[config.mk]
export PLATFORM = sky130hd
export DESIGN_NAME = uart_tx_sched
export DESIGN_NICKNAME = d
export VERILOG_FILES = /design/src/rtl/uart_pkg.sv /design/src/rtl/uart_rr_arb.sv /design/src/rtl/uart_tx_sched.sv
export SDC_FILE = /design/constraint.sdc
export NUM_CORES = 1
export LEC_CHECK = 0
export CAP_MARGIN = 15
export CORE_MARGIN = 10
export CORE_UTILIZATION = 40
export DETAILED_ROUTE_END_ITERATION = 8
export PLACE_DENSITY = 0.79
export RECOVER_POWER = 50
export SKIP_CTS_REPAIR_TIMING = 1
export SLEW_MARGIN = 20
export SYNTH_ARGS = -nofsm -noshare
export SYNTH_HDL_FRONTEND = slang
export SYNTH_SLANG_ARGS = --single-unit
[constraint.sdc]
create_clock -name clk -period 2.76 [get_ports clk]
set_input_delay 0.552 -clock clk [delete_from_list [all_inputs] [get_ports clk]]
set_output_delay 0.552 -clock clk [all_outputs]
set_load 0.02 [all_outputs]
[src/rtl/uart_pkg.sv]
`default_nettype none
// ============================================================================
// Module  : uart_pkg
// Purpose : Shared definitions for the UART transmit scheduler. It holds the
//           scheduler state type, the byte width, and the default number of
//           requesters.
// Ports   : none (package)
// Config  : UART_TX_SCHED_TIMEOUT_EN (used by uart_tx_sched, not here)
// Revision: 1.0 - initial release
// ============================================================================
package uart_pkg;

    localparam int c_BYTE_W       = 8;
    localparam int c_DEFAULT_NREQ = 4;

    typedef enum logic [1:0] {
        S_IDLE      = 2'd0,
        S_LOAD      = 2'd1,
        S_WAIT_BUSY = 2'd2,
        S_WAIT_DONE = 2'd3
    } sched_state_t;

endpackage : uart_pkg
`default_nettype wire

[src/rtl/uart_rr_arb.sv]
`default_nettype none
// ============================================================================
// Module  : uart_rr_arb
// Purpose : Combinational round-robin selector. The search begins at index
//           i_ptr and wraps. The first asserted request wins.
// Ports   : i_req  - request vector
//           i_ptr  - index where the search starts
//           o_gnt  - one-hot grant (all zero when no request is set)
//           o_idx  - index of the granted request
//           o_any  - at least one request is asserted
// Revision: 1.0 - initial release
// ============================================================================
module uart_rr_arb #(
    parameter int NREQ = 4
) (
    input  logic [NREQ-1:0]         i_req,
    input  logic [$clog2(NREQ)-1:0] i_ptr,
    output logic [NREQ-1:0]         o_gnt,
    output logic [$clog2(NREQ)-1:0] o_idx,
    output logic                    o_any
);
    localparam int             c_IW = $clog2(NREQ);
    localparam logic [c_IW:0]  c_N  = (c_IW + 1)'(NREQ);

    logic [2*NREQ-1:0] w_dbl;
    logic [NREQ-1:0]   w_rot;
    logic [c_IW-1:0]   w_off;
    logic [c_IW:0]     w_sum;

    // Rotate the requests so that bit 0 corresponds to the pointer position.
    assign w_dbl = {i_req, i_req} >> i_ptr;
    assign w_rot = w_dbl[NREQ-1:0];

    // Scan from the highest offset down, so the lowest set offset wins.
    always_comb begin
        w_off = '0;
        for (int off = NREQ - 1; off >= 0; off--) begin
            if (w_rot[off]) begin
                w_off = c_IW'(off);
            end
        end
    end

    // Convert the offset back to an absolute index, wrapping modulo NREQ.
    assign w_sum = {1'b0, i_ptr} + {1'b0, w_off};
    assign o_idx = (w_sum >= c_N) ? (w_sum[c_IW-1:0] - c_N[c_IW-1:0])
                                  : w_sum[c_IW-1:0];
    assign o_any = |i_req;
    assign o_gnt = o_any ? ({{(NREQ-1){1'b0}}, 1'b1} << o_idx) : '0;

endmodule : uart_rr_arb
`default_nettype wire

[src/rtl/uart_tx_sched.sv]
`default_nettype none
// ============================================================================
// Module  : uart_tx_sched
// Purpose : Shares one UART transmitter among NREQ byte requesters using
//           round-robin arbitration. A grant produces a one-cycle load pulse
//           and a req_ready pulse. The FSM then follows tx_busy through the
//           frame.
// Ports   : clk, rst         - clock, async active-high reset
//           req_valid/data   - per-requester pending byte (8 bits each)
//           req_ready        - one-hot accept pulse
//           tx_data/valid    - byte and load pulse to the transmitter
//           tx_busy          - transmitter frame in progress
//           grant_id         - current or last granted requester
//           sched_busy       - FSM not in IDLE
//           timeout_err      - pulse when tx_busy never rose after a load
// Config  : UART_TX_SCHED_TIMEOUT_EN - enables the WAIT_BUSY timeout; when
//           it is undefined, timeout_err is tied low.
// Revision: 1.0 - initial release
// ============================================================================
module uart_tx_sched
    import uart_pkg::*;
#(
    parameter int NREQ        = c_DEFAULT_NREQ,
    parameter int TIMEOUT_CYC = 64
) (
    input  logic                     clk,
    input  logic                     rst,
    input  logic [NREQ-1:0]          req_valid,
    input  logic [c_BYTE_W*NREQ-1:0] req_data,
    output logic [NREQ-1:0]          req_ready,
    output logic [c_BYTE_W-1:0]      tx_data,
    output logic                     tx_data_valid,
    input  logic                     tx_busy,
    output logic [$clog2(NREQ)-1:0]  grant_id,
    output logic                     sched_busy,
    output logic                     timeout_err
);
    localparam int              c_IW   = $clog2(NREQ);
    localparam logic [c_IW-1:0] c_LAST = c_IW'(NREQ - 1);

    sched_state_t          r_state;
    logic [NREQ-1:0]       r_req_ready;
    logic [c_BYTE_W-1:0]   r_tx_data;
    logic                  r_tx_valid;
    logic [c_IW-1:0]       r_grant_id;
    logic                  r_sched_busy;
    logic [c_IW-1:0]       r_ptr;

    logic [NREQ-1:0]       w_gnt;
    logic [c_IW-1:0]       w_idx;
    logic                  w_any;
    logic [c_BYTE_W-1:0]   w_byte [NREQ];

    // Split the flat data bus into per-requester bytes.
    for (genvar g = 0; g < NREQ; g++) begin : g_bytes
        assign w_byte[g] = req_data[g*c_BYTE_W +: c_BYTE_W];
    end

    uart_rr_arb #(
        .NREQ (NREQ)
    ) u_arb (
        .i_req (req_valid),
        .i_ptr (r_ptr),
        .o_gnt (w_gnt),
        .o_idx (w_idx),
        .o_any (w_any)
    );

`ifdef UART_TX_SCHED_TIMEOUT_EN
    localparam int             c_TW      = $clog2(TIMEOUT_CYC);
    // The load cycle counts as the first cycle of the window, so the error
    // is registered in the cycle TIMEOUT_CYC after the load pulse.
    localparam logic [c_TW-1:0] c_TO_LAST = c_TW'(TIMEOUT_CYC - 2);
    logic [c_TW-1:0] r_to_cnt;
    logic            r_timeout_err;
`endif

    always_ff @(posedge clk or posedge rst) begin
        if (rst) begin
            r_state      <= S_IDLE;
            r_req_ready  <= '0;
            r_tx_data    <= '0;
            r_tx_valid   <= 1'b0;
            r_grant_id   <= '0;
            r_sched_busy <= 1'b0;
            r_ptr        <= '0;
`ifdef UART_TX_SCHED_TIMEOUT_EN
            r_to_cnt      <= '0;
            r_timeout_err <= 1'b0;
`endif
        end else begin
            r_req_ready <= '0;
            r_tx_valid  <= 1'b0;
`ifdef UART_TX_SCHED_TIMEOUT_EN
            r_timeout_err <= 1'b0;
`endif
            case (r_state)
                S_IDLE: begin
                    if (w_any && !tx_busy) begin
                        r_state      <= S_LOAD;
                        r_sched_busy <= 1'b1;
                        r_req_ready  <= w_gnt;
                        r_tx_valid   <= 1'b1;
                        r_tx_data    <= w_byte[w_idx];
                        r_grant_id   <= w_idx;
                        // The next search starts just past the winner, so a
                        // requester that holds valid goes behind the others.
                        r_ptr        <= (w_idx == c_LAST) ? '0 : w_idx + 1'b1;
                    end
                end
                S_LOAD: begin
                    r_state <= S_WAIT_BUSY;
`ifdef UART_TX_SCHED_TIMEOUT_EN
                    r_to_cnt <= '0;
`endif
                end
                S_WAIT_BUSY: begin
                    if (tx_busy) begin
                        r_state <= S_WAIT_DONE;
`ifdef UART_TX_SCHED_TIMEOUT_EN
                    end else if (r_to_cnt == c_TO_LAST) begin
                        // Drop the frame and treat the byte as consumed.
                        r_state       <= S_IDLE;
                        r_sched_busy  <= 1'b0;
                        r_timeout_err <= 1'b1;
                    end else begin
                        r_to_cnt <= r_to_cnt + 1'b1;
`endif
                    end
                end
                S_WAIT_DONE: begin
                    if (!tx_busy) begin
                        r_state      <= S_IDLE;
                        r_sched_busy <= 1'b0;
                    end
                end
                default: begin
                    r_state      <= S_IDLE;
                    r_sched_busy <= 1'b0;
                end
            endcase
        end
    end

    assign req_ready     = r_req_ready;
    assign tx_data       = r_tx_data;
    assign tx_data_valid = r_tx_valid;
    assign grant_id      = r_grant_id;
    assign sched_busy    = r_sched_busy;
`ifdef UART_TX_SCHED_TIMEOUT_EN
    assign timeout_err   = r_timeout_err;
`else
    assign timeout_err   = 1'b0;
`endif

endmodule : uart_tx_sched
`default_nettype wire

==> results, run 1 <==
- After the last flow step, the layout net total stands at 284.
- After detailed routing, the total wire length is 4040 µm.
- Setup repair after global routing left no endpoint under its margin.
- The minimum clock period is 2.56 ns.
- The global-route wire length before repair is 6600 µm.
- The die is 83.0 µm tall.
- The effective utilization at floorplan is 0.423.
- The top cell types in the final layout, fill and taps aside, are 47 x clkdlybuf4s50_1, 34 x nor3_1, 31 x mux2i_1, 20 x dfrtp_1, 17 x buf_4.
- The path class of the tightest hold or removal check is reg2reg.
- The endpoint required time on the critical path is 2.93 ns.
- STA classifies the critical path endpoint as a flip-flop.
- After the first detailed-routing iteration, the DRC count stood at 84.
- The count of synthesis-stage warnings from yosys is 0.
- CTS built an H-tree with a depth of 1.
- Walking the worst path, the cells encountered are clkdlybuf4s50_1 -> buf_4 -> nor4_1 -> a21oi_1 -> o21ai_1 -> ha_2 -> buf_4 -> buf_4 -> ha_1 -> o31ai_2.
- Synthesis instantiated 35 different standard cells from the library.
- The initial antenna violation count is 0.
- The floorplan has 22 rows.
- The first-pass detailed-route iteration total is 4.
- After routing the design area is 2310 µm².
- 0 antenna diodes ended up in the layout.
- TritonCTS built the clock tree.
- The largest fanout on the critical path is 8.
- The share of final-layout standard cells stronger than drive strength 1 is 0.146.
- Once detail routing completed, the nets flagged for antenna violations numbered 0.
- The DRC violation count after routing is 0.
- The combined area of all synthesized cells is 1590 µm².
- The number of instances in the synthesized netlist is 178.
- For the worst-skew pair, the clock arrives at the later sink with an insertion delay of 0.26 ns.
- The total of flip-flops plus latches after synthesis is 20.
- The met1 layer usage reported by global route is 0.122.
- The clock-pin slew reported for the worst setup and hold paths after clock tree synthesis is 0.07 ns.
- The average via count per standard cell is 5.23.
- The number of buffer and inverter stages on the critical path is 4.
- Counting every sink on the clock net gives 20.
- After detailed placement, the total cell area comes to 2230 µm².
- The leading cell type in the layout, fill and taps excluded is clkdlybuf4s50_1.
- Pin placement for this block handled 56 I/O pins.
- The final worst-path cycle share is 0.928.
- The share of the Yosys chip area taken by registers is 0.316.
- The worst setup path is of the in2reg kind.
- The via count of the first global-routing pass is 1480.
- The count of max-cap constraint violations is 0.
- At the end of routability-driven placement, the weighted congestion stood at 0.778.
- Among the stages of the critical path, the cell type that occurs most often is buf_4.
- The relative slew slack is 0.482.
- Buffers inserted during clock tree synthesis total 3.
- The max-slew violation total from the final report is 0.
- The core region is 3740 µm².
- Measured along the x axis, the die boundary spans 83.0 µm.
- The number of nets handed over by synthesis was 222.
- The met3 capacity usage during global routing is 0.0410.
- The nature of the critical path startpoint is an input port.
- Once detailed placement completed, the half-perimeter wirelength came to 3220 µm.
- The full die area is 6880 µm².
- The average size of a mapped cell is 8.91 µm².
- At the pin with the least slew margin, the transition time is 0.777 ns.
- The worst endpoint data arrival time is 2.73 ns.
- Compared with the post-synthesis result, the final layout area differs by 45.9%.
- The number of buffers added on ports is 54.
- The flow ran to the end, and the final reports show no timing, DRC or antenna violations.
- The number of hold violations in the final report is 0.
- The tightest hold path in the finished design has a slack of 0.497 ns.
- For this design the ratio of total power to cell area is 1050 nW/µm².
- The static leakage is 1.11 nW.
- The routed via count is 1500.
- The slowest stage of the critical path belongs to the cell clkdlybuf4s50_1.
- Setup violations remaining at the end of the flow were counted as 0.
- The maximum root-to-sink buffer count is 2.
- The routing usage on met2 is 0.188.
- The final global-route overflow total is 0.
- In the final routed layout, each cell accounts on average for 14.1 µm.
- The delay of the slowest cell on the worst path is 0.49 ns.
- For this run, the total global-route usage over all layers was measured as 0.109.
- The global routing stage identified its most utilized layer as met2.
- The maximum vdd drop is 0.539 mV.
- The pin count of the biggest net entering global routing is 31.
- For this run, the top clock speed supported by timing is 0.391 GHz.
- On the critical path the largest part of the delay comes from buffers and inverters.
- The root buffer cell chosen for the clock tree is clkbuf_8.
- The post-route clock skew is 0.00449 ns.
## layer usage
metal  part of all wire  vias up
met5                  0        -
met4             0.0057        0
met3              0.070        4
met2               0.49       40
met1               0.43      701
li1                   -      755
## state kept, by name, indices dropped and copies added (netlist names)
| signal | count |
|---|---|
| grant_id | 2 |
| r_ptr | 2 |
| r_state | 2 |
| req_ready | 4 |
| sched_busy | 1 |
| tx_data | 8 |
| tx_data_valid | 1 |
## kinds of logic (layout without fill, tap and decap cells)
family / after synthesis / count (layout) / share of synthesized area
and+or+nand+nor: 77 / 77 / 0.242
DFF: 20 / 20 / 0.316
buffers and inverters: 24 / 85 / 0.101
adders and majority gates: 5 / 5 / 0.0395
muxes: 33 / 33 / 0.209
other: 1 / 1 / 0.00237
AOI/OAI and AO/OA: 15 / 15 / 0.0647
xor gates and xnor gates: 3 / 3 / 0.0260
## path summary, 6_finish.rpt
check                             start  slack [ns]             to  depth (start not counted)
max in group asynchronous           rst        1.41       r_ptr[0]                          2
min in group asynchronous           rst        0.87  tx_data_valid                          2
max                        req_valid[0]        0.20       r_ptr[0]                         10
min                         grant_id[0]        0.50    grant_id[0]                          2
max reg2reg                    r_ptr[0]        0.46     tx_data[4]                          9
min reg2reg                 grant_id[0]        0.50    grant_id[0]                          2
## area by class of cell
| class | instances | area [µm²] |
|---|---|---|
| clock inverters | 1 | 30.0 |
| multi-input cells | 134 | 943 |
| repair buffers | 73 | 708 |
| flip-flops and latches | 20 | 500 |
| fillers | 325 | 1430 |
| inverters | 8 | 30.0 |
| well taps | 48 | 60.1 |
| clock buffers | 3 | 41.3 |
## synthesized netlist by cell type, drive strengths merged
| master | n | area, µm² |
|---|---|---|
| buf | 12 | 115 |
| conb | 1 | 3.75 |
| nor2b | 1 | 6.26 |
| nand2b | 2 | 12.5 |
| o22ai | 1 | 6.26 |
| nor3 | 35 | 180 |
| o32ai | 2 | 17.5 |
| o31ai | 1 | 7.51 |
| a221oi | 1 | 8.76 |
| o21ai | 2 | 10.0 |
| xnor2 | 2 | 32.5 |
| nand3 | 10 | 62.6 |
| inv | 8 | 30.0 |
| clkbuf | 4 | 15.0 |
| mux2i | 32 | 320 |
| ha | 5 | 62.6 |
| o311a | 1 | 10.0 |
| mux2 | 1 | 11.3 |
| a32oi | 1 | 8.76 |
| a22oi | 1 | 7.51 |
| dfrtp | 20 | 500 |
| and2 | 1 | 6.26 |
| nor4 | 1 | 6.26 |
| a21oi | 4 | 20.0 |
| nor2 | 10 | 37.5 |
| nand2 | 16 | 60.1 |
| xor2 | 1 | 8.76 |
| or4 | 1 | 11.3 |
| a31oi | 1 | 6.26 |
## power breakdown
group / total [mW] / internal [mW] / switching (mW) / leakage, nW
clock network: 0.291 / 0.193 / 0.0979 / 0.0357
logic: 1.63 / 0.771 / 0.861 / 0.821
registers: 0.508 / 0.415 / 0.0933 / 0.255
## worst reg2reg max path: cells and delay by family (launching register included)
kind	cells	cell delay, ns
buf+inv	1	0.20
flops	1	0.51
mux	2	0.42
simple gates	3	0.37
fa+ha+maj	1	0.33
compound gates	2	0.36
## per-stage QoR
step / util / setup slack, ns / total power, mW / cells / TNS [ns]
floorplan: - / 0.245 / 1.58 / 178 / 0
global placement: 0.596 / -0.0210 / 2.09 / 283 / -0.0523
detailed placement: 0.596 / -0.101 / 2.13 / 283 / -0.398
CTS: 0.615 / 0.154 / 2.43 / 287 / 0
global route: 0.618 / 0.00176 / 2.61 / 287 / 0
finish: 0.618 / 0.199 / 2.43 / 287 / 0
(Power assumes the default switching activity.)
==> inputs of run 2 (changes only) <==
--- a/config.mk
+++ b/config.mk
@@ -5,7 +5,7 @@
 export SDC_FILE = /design/constraint.sdc
 export NUM_CORES = 1
 export LEC_CHECK = 0
-export CAP_MARGIN = 15
+export CAP_MARGIN = 10
 export CORE_MARGIN = 10
 export CORE_UTILIZATION = 40
 export DETAILED_ROUTE_END_ITERATION = 8
==> results of run 2 <==
Final layout, timing and power as in run 1 (identical DEF).
==> inputs of run 3 (changes only) <==
--- a/config.mk
+++ b/config.mk
@@ -5,14 +5,15 @@
 export SDC_FILE = /design/constraint.sdc
 export NUM_CORES = 1
 export LEC_CHECK = 0
+export ABC_AREA = 1
 export CAP_MARGIN = 10
 export CORE_MARGIN = 10
 export CORE_UTILIZATION = 40
 export DETAILED_ROUTE_END_ITERATION = 8
-export PLACE_DENSITY = 0.79
+export PLACE_DENSITY = 0.82
 export RECOVER_POWER = 50
 export SKIP_CTS_REPAIR_TIMING = 1
-export SLEW_MARGIN = 20
+export SLEW_MARGIN = 15
 export SYNTH_ARGS = -nofsm -noshare
 export SYNTH_HDL_FRONTEND = slang
 export SYNTH_SLANG_ARGS = --single-unit
==> results, run 3 <==
- The number of ports placed on the die boundary is 56.
- Setup violations remaining at the end of the flow were counted as 0.
- The endpoint required time on the critical path is 2.93 ns.
- The detailed router finished its first iteration with 47 violations.
- The reported net switching power is 1.17 mW.
- The via count of the first global-routing pass is 1296.
- Leaving out fill and tap cells, the most frequent cells in the layout are 48 x clkdlybuf4s50_1, 40 x nand2_1, 20 x dfrtp_1, 18 x nand3_1, 16 x mux2i_1.
- The pin count of the biggest net entering global routing is 21.
- The most common cell in the synthesized netlist is nand2_1.
- Across the VDD grid, the largest voltage drop is 0.673 mV.
- The total of flip-flops plus latches after synthesis is 20.
- The switching power as a share of total power is 0.465.
- At the pin with the least slew margin, the transition time is 0.736 ns.
- The share of Yosys cell area claimed by the top area cell type is 0.369.
- The max-slew violation total from the final report is 0.
- The post-route antenna net violation count is 0.
- The number of flip-flops in the largest register is 8.
- After detailed routing, the total wire length is 3500 µm.
- Global routing finished with a remaining overflow of 0.
- In this design, the critical path's most frequently occurring cell is nand2_1.
- STA puts the critical path data arrival time at 2.61 ns.
- No sink is reached through more buffers than the 2 on the longest clock path.
- Timing analysis after detailed placement gives a worst setup slack of -0.0103 ns.
- The initial antenna violation count is 0.
- The share of power burned in the clock network is 0.094.
- After detailed routing, the number of remaining DRC violations is 0.
- The unique cell type count in the Yosys netlist is 23.
- The die covers 6120 µm².
- The number of hold violations in the final report is 0.
- The library cell with the largest summed area after synthesis is dfrtp_1.
- In this run the static leakage power is 0.974 nW.
- Clock-pin slew was measured on the worst setup and hold paths at 0.12 ns.
- The cell-internal power is 1.35 mW.
- The count of nets after finishing is 263.
- The final estimated routing congestion in global placement is 0.787.
- Counting the buffers created by CTS gives 3.
- The worst setup path is of the in2reg kind.
- The final worst-path cycle share is 0.887.
- The routed via count is 1209.
- The placed instance count is 260.
- Leaving out fill and tap cells, the most frequent cell in the layout is clkdlybuf4s50_1.
- After detailed routing, the number of vias per cell comes to 4.58.
- The average size of a mapped cell is 8.43 µm².
- Clock latency on the worst-skew pair, taken at its later pin, is 0.30 ns.
- The standard cell with the maximum stage delay on the critical path is clkdlybuf4s50_1.
- Setup repair after global routing left no endpoint under its margin.
- Walking the worst path, the cells encountered are clkdlybuf4s50_1 -> nand2_1 -> nand3_1 -> nand2_1 -> nand3_1 -> a21boi_0 -> ha_1 -> xnor2_1 -> inv_1 -> nand2_8 -> nand2_4 -> ha_1 -> nand2_1 -> o21ai_0.
- The maximum achievable frequency is 0.408 GHz.
- For this run, the total global-route usage over all layers was measured as 0.113.
- The delay of the slowest cell on the worst path is 0.45 ns.
- STA classifies the critical path endpoint as a flip-flop.
- The flow ran to the end, and the final reports show no timing, DRC or antenna violations.
- The class of the tightest hold or removal check is reg2reg.
- Of the synthesized area, sequential elements account for 0.369.
- The first-pass detailed-route iteration total is 4.
- CTS built an H-tree with a depth of 1.
- The clock tree root buffer cell is clkbuf_4.
- The total power is 2.52 mW.
- The initial utilization of the core area, before any placement, comes to 0.410.
- By count the netlist is led by 40 x nand2_1, 20 x dfrtp_1, 18 x nand3_1.
- The share of total power dissipated in combinational logic is 0.710.
- The tool flagged a number of max-cap violations equal to 0.
- The proportion of power drawn by flip-flops and latches is 0.196.
- The number of antenna diodes in the final layout is 0.
- The combined area of all synthesized cells is 1360 µm².
- The row count is 21.
- After technology mapping, the gate count stands at 161.
- The global-route wire length before repair is 5800 µm.
- Input and output buffers added on the ports amount to 54.
- The core outline area is 3310 µm².
- The area growth from synthesis to layout is 48.0%.
- The placed wire-length estimate after detailed placement is 2910 µm.
- The share of async-settable or async-resettable flops after synthesis is 1.00.
- The finished layout holds 264 standard cells, fillers aside.
- Measured against its own limit, the worst slew margin works out to 0.509.
- The power per standard cell area is 1250 nW/µm².
- Ranked by total cell area, the synthesized netlist is headed by dfrtp_1 37%, mux2i_1 12%, nand2_1 11%, nand3_1 6.6%, nand3_2 5.2%.
- In the final timing run, aggregate negative setup slack is 0 ns.
- TritonCTS built the clock tree.
- Hold is met by 0.496 ns.
- Along the worst path, the maximum fanout reaches 9.
- The minimum clock period is 2.45 ns.
- The net count after synthesis is 205.
- The number of synthesized flops with an enable pin is 0.
- Of the cells placed in the final design, the portion with a size suffix greater than 1 is 0.147.
- The smallest setup slack after layout is 0.312 ns.
- Clock skew on the completed layout was measured at 0.00540 ns.
- The floorplan step set the die height to 78.3 µm.
- For this run, the leading register cell type out of synthesis is dfrtp_1.
- The count of synthesis-stage warnings from yosys is 0.
- The die span in x is 78.3 µm.
- The worst setup path is launched from an input port.
- The average routed wire per standard cell is 13.3 µm.
- The clock drives 20 sinks.
-- run 3: changes by cell type in the layout (fill, tap and decap cells not counted), moves of 9 or more --
cell	previous run	this run
buf_4	17	4
nand2_1	16	40
nor3_1	34	0
mux2i_1	31	16
nand3_1	9	18
nand2_2	0	9
-- run 3: final timing paths --
kind,from,to,slack (ns),depth (start not counted)
worst min-delay path,tx_data[0],tx_data[0],0.50,2
max in group asynchronous,rst,r_ptr[0],1.50,2
worst min register to register,tx_data[0],tx_data[0],0.50,2
min in group asynchronous,rst,tx_data[7],0.80,2
worst max register to register,r_ptr[0],r_ptr[1],0.47,14
worst max-delay path,req_valid[1],r_ptr[1],0.31,14
-- run 3: layout make-up --
type | instances | area, µm²
Sequential cell | 20 | 500
Clock buffer | 3 | 22.5
Multi-Input combinational cell | 120 | 747
Fill cell | 301 | 1300
Tap cell | 46 | 57.6
Timing Repair Buffer | 59 | 591
Inverter | 15 | 61.3
Clock inverter | 1 | 30.0
-- run 3: cells by family after synthesis --
group	count (synthesis)	share of synthesized area
and+or+nand+nor	88	0.342
buffers and inverters	21	0.0811
DFF	20	0.369
muxes	16	0.118
AOI/OAI and AO/OA	9	0.0350
adders and majority gates	5	0.0461
other	1	0.00276
xor gates and xnor gates	1	0.00645
-- run 3: worst max-delay path, delay by kind of cell --
| kind | cells | cell delay [ns] |
|---|---|---|
| compound gates | 2 | 0.26 |
| xor+xnor | 1 | 0.13 |
| fa+ha+maj | 2 | 0.47 |
| simple gates | 7 | 0.62 |
| buf+inv | 2 | 0.58 |
-- run 3: per-layer routing --
| metal | up-vias | track usage | wire (µm) | part of all wire |
|---|---|---|---|---|
| met1 | 543 | 0.124 | 1480 | 0.42 |
| li1 | 634 | - | - | - |
| met3 | 2 | 0.0399 | 214 | 0.061 |
| met5 | - | 0 | 0 | 0 |
| met4 | 0 | 0.0323 | 19 | 0.0054 |
| met2 | 30 | 0.202 | 1790 | 0.51 |
-- run 3: through the flow --
stage | util | area (µm²)
after CTS | 0.607 | 2010
final | 0.607 | 2010
after detailed placement | 0.591 | 1960
after global placement | 0.591 | 1960
after global routing | 0.607 | 2010
after floorplan | - | 1360
-- run 3: power groups by stage --
stage                     clock [mW]  sequential, mW  combinational [mW]
after floorplan                    0           0.603                1.22
after global placement             0           0.499                1.78
after detailed placement           0           0.502                1.81
after CTS                      0.242           0.495                1.82
after global routing           0.253           0.510                1.98
final                          0.236           0.495                1.79
